===== config.mk =====
export PLATFORM = sky130hd
export DESIGN_NAME = intr_ctrl_flat
export DESIGN_NICKNAME = d
export VERILOG_FILES = /design/src/rtl/intr_ctrl_if.sv /design/src/rtl/intr_ctrl.sv /design/src/flat_wrapper.sv
export SDC_FILE = /design/constraint.sdc
export NUM_CORES = 1
export LEC_CHECK = 0
export ABC_AREA = 1
export BUFFER_PORTS_ARGS = -buffer_cell sky130_fd_sc_hd__buf_2
export CORE_MARGIN = 3
export CORE_UTILIZATION = 50
export CTS_CLUSTER_SIZE = 12
export DETAILED_ROUTE_END_ITERATION = 8
export PLACE_DENSITY = 0.78
export SETUP_SLACK_MARGIN = 0.4
export SLEW_MARGIN = 20
export SYNTH_ARGS = -nofsm -noshare
export SYNTH_HDL_FRONTEND = slang
export SYNTH_SLANG_ARGS = --single-unit

===== constraint.sdc =====
create_clock -name clk -period 2.5 [get_ports clk]
set_clock_uncertainty 0.1 [all_clocks]
set_input_delay 0.25 -clock clk [delete_from_list [all_inputs] [get_ports clk]]
set_output_delay 0.25 -clock clk [all_outputs]
set_load 0.02 [all_outputs]

===== src/rtl/intr_ctrl_if.sv =====
`default_nettype none
// ============================================================================
// Module   : intr_ctrl_if
// Brief    : Interrupt lines, mask write port and CPU req/ack/ret handshake.
// Revision : 1.0
// ============================================================================
interface intr_ctrl_if #(
    parameter int N_INTR     = 8,
    parameter int ID_W       = 3,
    parameter int ADDR_WIDTH = 10
);
    logic [N_INTR-1:0]     intr_in;
    logic                  mask_we;
    logic [N_INTR-1:0]     mask_in;
    logic                  intr_ack;
    logic                  intr_ret;
    logic                  intr_req;
    logic [ADDR_WIDTH-1:0] intr_dir;
    logic [ID_W-1:0]       intr_id;
    logic                  intr_busy;
    logic [N_INTR-1:0]     intr_pend;
    logic [N_INTR-1:0]     intr_mask;

    // Peripheral/CPU side
    modport master (
        output intr_in, mask_we, mask_in, intr_ack, intr_ret,
        input  intr_req, intr_dir, intr_id, intr_busy, intr_pend, intr_mask
    );

    // Controller side
    modport slave (
        input  intr_in, mask_we, mask_in, intr_ack, intr_ret,
        output intr_req, intr_dir, intr_id, intr_busy, intr_pend, intr_mask
    );
endinterface
`default_nettype wire


===== src/rtl/intr_ctrl.sv =====
`default_nettype none
// ============================================================================
// Module   : intr_ctrl
// Brief    : Edge-captured, maskable, fixed-priority interrupt controller with
//            req/ack/ret handshake. Define INTR_SYNC_EN to add a 2-flop input
//            synchroniser ahead of edge detection.
// Revision : 1.0
// ============================================================================
module intr_ctrl #(
    parameter int                    N_INTR     = 8,
    parameter int                    ID_W       = 3,
    parameter int                    ADDR_WIDTH = 10,
    parameter logic [ADDR_WIDTH-1:0] VEC_BASE   = ADDR_WIDTH'(860),
    parameter int                    VEC_STRIDE = 20
) (
    input  wire logic  clk,
    input  wire logic  reset,
    intr_ctrl_if.slave bus
);

    typedef enum logic [1:0] {
        S_IDLE = 2'd0,
        S_REQ  = 2'd1,
        S_SERV = 2'd2
    } state_t;

    state_t                r_state;
    logic                  r_req;
    logic                  r_busy;
    logic [ID_W-1:0]       r_id;
    logic [ADDR_WIDTH-1:0] r_dir;
    logic [N_INTR-1:0]     r_pend;
    logic [N_INTR-1:0]     r_mask;
    logic [N_INTR-1:0]     r_prev;

    logic [N_INTR-1:0]     w_line;
    logic [N_INTR-1:0]     w_rise;
    logic [N_INTR-1:0]     w_elig;
    logic [N_INTR-1:0]     w_clr;
    logic                  w_any;
    logic [ID_W-1:0]       w_win_id;
    logic [ADDR_WIDTH-1:0] w_vec;
    logic                  w_ack_take;

`ifdef INTR_SYNC_EN
    logic [N_INTR-1:0] r_sync1;
    logic [N_INTR-1:0] r_sync2;

    always_ff @(posedge clk or posedge reset) begin
        if (reset) begin
            r_sync1 <= '0;
            r_sync2 <= '0;
        end else begin
            r_sync1 <= bus.intr_in;
            r_sync2 <= r_sync1;
        end
    end

    assign w_line = r_sync2;
`else
    assign w_line = bus.intr_in;
`endif

    // History resets to 0 so a line already high at reset release reads as an edge.
    assign w_rise     = w_line & ~r_prev;
    assign w_elig     = r_pend & ~r_mask;
    assign w_ack_take = (r_state == S_REQ) && bus.intr_ack;
    assign w_clr      = w_ack_take ? (N_INTR'(1) << r_id) : '0;

    // Scanning downwards leaves the lowest eligible index as the winner.
    always_comb begin
        w_any    = 1'b0;
        w_win_id = '0;
        for (int i = N_INTR - 1; i >= 0; i--) begin
            if (w_elig[i]) begin
                w_any    = 1'b1;
                w_win_id = ID_W'(i);
            end
        end
    end

    // Arithmetic kept at ADDR_WIDTH so the vector wraps modulo 2**ADDR_WIDTH.
    assign w_vec = VEC_BASE + ADDR_WIDTH'(w_win_id) * ADDR_WIDTH'(VEC_STRIDE);

    always_ff @(posedge clk or posedge reset) begin
        if (reset) begin
            r_prev <= '0;
            r_pend <= '0;
            r_mask <= '0;
        end else begin
            r_prev <= w_line;
            // A fresh edge on the channel being acknowledged must survive the clear.
            r_pend <= (r_pend & ~w_clr) | w_rise;
            if (bus.mask_we) begin
                r_mask <= bus.mask_in;
            end
        end
    end

    always_ff @(posedge clk or posedge reset) begin
        if (reset) begin
            r_state <= S_IDLE;
            r_req   <= 1'b0;
            r_busy  <= 1'b0;
            r_id    <= '0;
            r_dir   <= '0;
        end else begin
            case (r_state)
                S_IDLE: begin
                    if (w_any) begin
                        r_id    <= w_win_id;
                        r_dir   <= w_vec;
                        r_req   <= 1'b1;
                        r_state <= S_REQ;
                    end
                end
                S_REQ: begin
                    if (bus.intr_ack) begin
                        r_req   <= 1'b0;
                        r_busy  <= 1'b1;
                        r_state <= S_SERV;
                    end
                end
                S_SERV: begin
                    if (bus.intr_ret) begin
                        r_busy  <= 1'b0;
                        r_state <= S_IDLE;
                    end
                end
                default: begin
                    r_req   <= 1'b0;
                    r_busy  <= 1'b0;
                    r_state <= S_IDLE;
                end
            endcase
        end
    end

    assign bus.intr_req  = r_req;
    assign bus.intr_dir  = r_dir;
    assign bus.intr_id   = r_id;
    assign bus.intr_busy = r_busy;
    assign bus.intr_pend = r_pend;
    assign bus.intr_mask = r_mask;

endmodule
`default_nettype wire


===== src/flat_wrapper.sv =====
// flat-port wrapper written by rule: the top's interface ports become plain ports
module intr_ctrl_flat 
#(
    parameter int                    N_INTR     = 8,
    parameter int                    ID_W       = 3,
    parameter int                    ADDR_WIDTH = 10,
    parameter logic [ADDR_WIDTH-1:0] VEC_BASE   = ADDR_WIDTH'(860),
    parameter int                    VEC_STRIDE = 20
)
  (clk, reset, bus_intr_in, bus_mask_we, bus_mask_in, bus_intr_ack, bus_intr_ret, bus_intr_req, bus_intr_dir, bus_intr_id, bus_intr_busy, bus_intr_pend, bus_intr_mask);
  intr_ctrl_if #(.N_INTR(N_INTR), .ID_W(ID_W), .ADDR_WIDTH(ADDR_WIDTH)) bus_i ();
  input  wire logic clk;
  input  wire logic reset;
  input wire logic [$bits(bus_i.intr_in)-1:0] bus_intr_in;
  input wire logic [$bits(bus_i.mask_we)-1:0] bus_mask_we;
  input wire logic [$bits(bus_i.mask_in)-1:0] bus_mask_in;
  input wire logic [$bits(bus_i.intr_ack)-1:0] bus_intr_ack;
  input wire logic [$bits(bus_i.intr_ret)-1:0] bus_intr_ret;
  output wire logic [$bits(bus_i.intr_req)-1:0] bus_intr_req;
  output wire logic [$bits(bus_i.intr_dir)-1:0] bus_intr_dir;
  output wire logic [$bits(bus_i.intr_id)-1:0] bus_intr_id;
  output wire logic [$bits(bus_i.intr_busy)-1:0] bus_intr_busy;
  output wire logic [$bits(bus_i.intr_pend)-1:0] bus_intr_pend;
  output wire logic [$bits(bus_i.intr_mask)-1:0] bus_intr_mask;
  assign bus_i.intr_in = bus_intr_in;
  assign bus_i.mask_we = bus_mask_we;
  assign bus_i.mask_in = bus_mask_in;
  assign bus_i.intr_ack = bus_intr_ack;
  assign bus_i.intr_ret = bus_intr_ret;
  assign bus_intr_req = bus_i.intr_req;
  assign bus_intr_dir = bus_i.intr_dir;
  assign bus_intr_id = bus_i.intr_id;
  assign bus_intr_busy = bus_i.intr_busy;
  assign bus_intr_pend = bus_i.intr_pend;
  assign bus_intr_mask = bus_i.intr_mask;
  intr_ctrl #(.N_INTR(N_INTR), .ID_W(ID_W), .ADDR_WIDTH(ADDR_WIDTH), .VEC_BASE(VEC_BASE), .VEC_STRIDE(VEC_STRIDE)) u_core (.clk(clk), .reset(reset), .bus(bus_i));
endmodule

==> results.py <==
metrics = {
    "logic_synthesis": {
        "synth_area_um2": 1760,
        "synth_cells": 196,
        "syn_avg_cell_area_um2": 8.99,
        "synth_cell_types": 24,
        "yosysWarnings": 0,
        "ys_seq_area_frac": 0.554,
        "synth_seq_cells": 39,
    },
    "clock_tree": {
        "cts_buffer_depth": 2,
        "cts.clk_slew.worst_paths_ps": 120,
        "clk_latency_ps": 360,
        "cts-htree-levels": 2,
        "cts_tree": "yes",
        "numClockSinks": 39,
        "root_buffer": "clkbuf_4",
        "numCtsBuffers": 5,
    },
    "cells_and_area": {
        "fin_area_um2": 2390,
        "fin_util": 0.746,
        "fillers": 245,
        "regArea_um2": 977,
        "multi_input_area_um2": 707,
        "antenna_cells": 0,
        "layout.nets": 296,
        "drive_gt1_frac": 0.379,
        "final_cells": 316,
        "syn_to_final_growth_pct": 35.6,
    },
    "setup_path": {
        "reg2reg_depth": 19,
        "crit_cells": 19,
        "cp_slowest_stage_delay_ps": 420,
        "rrSetupSlack_ps": 370,
        "crit_chain": "inv_2, nand2_2, nand3_2, nand2_1, nand2_1, nand2_1, nand2_1, nand2_2, nand2_4, inv_2, ha_4, ha_4, ha_4, inv_2, nand2_2, nor2_2, nand3_2, nand2_2, a21oi_2",
        "r2r_start": "u_core.bus.intr_mask[6]$_DFFE_PP0P_",
        "critPathArrivalTime_ps": 2300,
        "setup.worst_path.class": "reg -> reg",
        "critPathLaunchType": "register",
        "rr_endpoint": "u_core.bus.intr_dir[9]$_DFFE_PP0P_",
        "path_buf_inv": 3,
        "critical-path-top-delay-family": "simple AND/OR/NAND/NOR gates",
        "end_kind": "register",
        "cpMaxStageDelayCell": "dfrtp_2",
        "path_max_fanout": 3,
        "worstSetupEndpoint": "u_core.bus.intr_dir[9]$_DFFE_PP0P_",
        "startpoint": "u_core.bus.intr_mask[6]$_DFFE_PP0P_",
        "crit_required_ps": 2670,
    },
    "die": {
        "ios": 52,
        "die_x_um": 65.4,
        "row_count": 20,
        "die_area_um2": 4270,
        "core_um2": 3200,
        "fp.dieH_um": 65.4,
        "start_util": 0.550,
    },
    "placed_design": {
        "gp_congestion": 0.844,
        "io_buffers": 49,
        "dp_hpwl_um": 2680,
        "pre_cts_ws_ps": 322,
        "dp.cells": 287,
        "dpl_cell_area_um2": 2110,
    },
    "grt": {
        "antenna_found_initial": 0,
        "grt.overflow.total": 0,
        "grt_pass1_wl_um": 6690,
        "grt_max_degree": 40,
        "track_usage": 0.207,
        "grt_pass1_vias": 1460,
    },
    "timing": {
        "hold_viol": 0,
        "drv_slew": 0,
        "fin_crit_sh": 0.854,
        "tns_ps": 0,
        "max_freq_mhz": 468,
        "rsz0062_at_grt": "true",
        "fin_ws_ps": 365,
        "final.min_clock_period_ps": 2130,
        "whs_ps": 23.5,
        "final-setup-viol-count": 0,
    },
    "worst_hold_path": {
        "min_path_type": "in -> reg",
    },
    "detailed_routing": {
        "avgViaCountPerCell": 4.71,
        "finalWirelength_um": 3790,
        "routedWlPerCell_um": 12.0,
        "dr.pass1.iters": 4,
        "final_antenna_net_count": 0,
        "drt_iter0_drc": 42,
        "drc_errors": 0,
        "vias": 1488,
    },
    "power_and_ir_drop": {
        "p_total_mw": 2.22,
        "p_leak_nw": 1.20,
        "ir_worst_vdd_uv": 668,
        "powerDensity_nw_per_um2": 930,
    },
    "outcome": {
        "outcome": "completed",
    },
    "flow_run": {
        "max-cap-violations": 0,
    },
}
[sequential cells by signal, summed over array words and instances, names as in the netlist]
| signal | cells |
|---|---|
| u_core.r_state | 2 |
| u_core.bus.intr_mask | 8 |
| u_core.bus.intr_dir | 8 |
| u_core.bus.intr_pend | 8 |
| u_core.bus.intr_req | 1 |
| u_core.bus.intr_id | 3 |
| u_core.r_prev | 8 |
| u_core.bus.intr_busy | 1 |
[tightest hold or removal path, delay by kind of cell]
kind                   cells  cell delay (ps)
buffers and inverters      1               80
AND/OR/NAND/NOR            1               40
AO/OA/AOI/OAI              1               80
[synth_stat cells]
cell       n  share of area
ha_1       4          0.028
buf_4      2         0.0085
o22a_1     1         0.0050
o31ai_1    1         0.0043
nand2_1   42          0.089
clkbuf_1   1         0.0021
inv_1     28          0.060
or2_2      1         0.0036
nand2_4    2          0.013
a21oi_2    2         0.0099
a21oi_1    2         0.0057
conb_1     1         0.0021
nor2_2     3          0.011
o21a_1     1         0.0043
nor2_1     6          0.013
nor3_1     1         0.0028
nand2_2   13          0.046
buf_6      1         0.0064
o21ai_0   29          0.082
nand3_1    7          0.020
inv_2      5          0.011
dfrtp_1   39           0.55
a31oi_1    2         0.0071
nand3_2    2          0.011
[final cells by class]
class	instances	area share
Timing Repair Buffer	71	0.190
Inverter	33	0.0519
Sequential cell	39	0.409
Tap cell	44	0.0230
Clock buffer	7	0.0272
Multi-Input combinational cell	121	0.296
Clock inverter	1	0.00314
[routing by layer]
layer  part of all wire  track usage
met1               0.45        0.273
met4              0.018       0.0777
met3              0.065       0.0632
met5                  0            0
met2               0.46        0.322
[where the power goes]
part | leakage, nW | switching, mW | total (mW) | internal [mW]
logic | 0.729 | 0.621 | 0.975 | 0.354
registers | 0.437 | 0.103 | 0.872 | 0.769
clock network | 0.0375 | 0.209 | 0.373 | 0.164
[cells in the final DEF, fill, tap and decap left out, drive strengths merged]
cell / count
nand2: 57
buf: 54
dfrtp: 39
inv: 33
o21ai: 29
dlygate4sd3: 17
nor2: 9
nand3: 9
clkbuf: 7
ha: 4
a21oi: 4
a31oi: 2
conb: 2
o31ai: 1
o22a: 1
nor3: 1
o21a: 1
or2: 1
clkinvlp: 1
[worst min path at each step]
stage / start / to / cells after the start
after floorplan: bus_intr_in[0] / u_core.r_prev[0]$_DFF_PP0_ / 0
after CTS: bus_mask_in[6] / u_core.bus.intr_mask[6]$_DFFE_PP0P_ / 3
after global routing: bus_mask_in[6] / u_core.bus.intr_mask[6]$_DFFE_PP0P_ / 3
final: bus_mask_in[6] / u_core.bus.intr_mask[6]$_DFFE_PP0P_ / 3
after detailed placement: bus_intr_in[4] / u_core.r_prev[4]$_DFF_PP0_ / 1
after global placement: bus_intr_in[4] / u_core.r_prev[4]$_DFF_PP0_ / 1
[cell families (layout without fill, tap and decap cells)]
kind of cell	after synthesis	count (layout)	synth area share
adder cells (fa/ha/maj)	4	4	0.0284
buffers and inverters	37	112	0.0874
other	1	2	0.00213
AND/OR/NAND/NOR	77	77	0.210
flip-flops	39	39	0.554
AO/OA/AOI/OAI	38	38	0.119
[timing repair]
item | CTS | global route
hold buffers | 17 | 0
buffers inserted | 3 | 1
setup endpoints to repair | 2 | 4
hold endpoints to repair | 55 | 0
gates resized for setup | 1 | 1
pin swaps | 7 | 4
No activity file was read; power rests on OpenSTA's default activity.
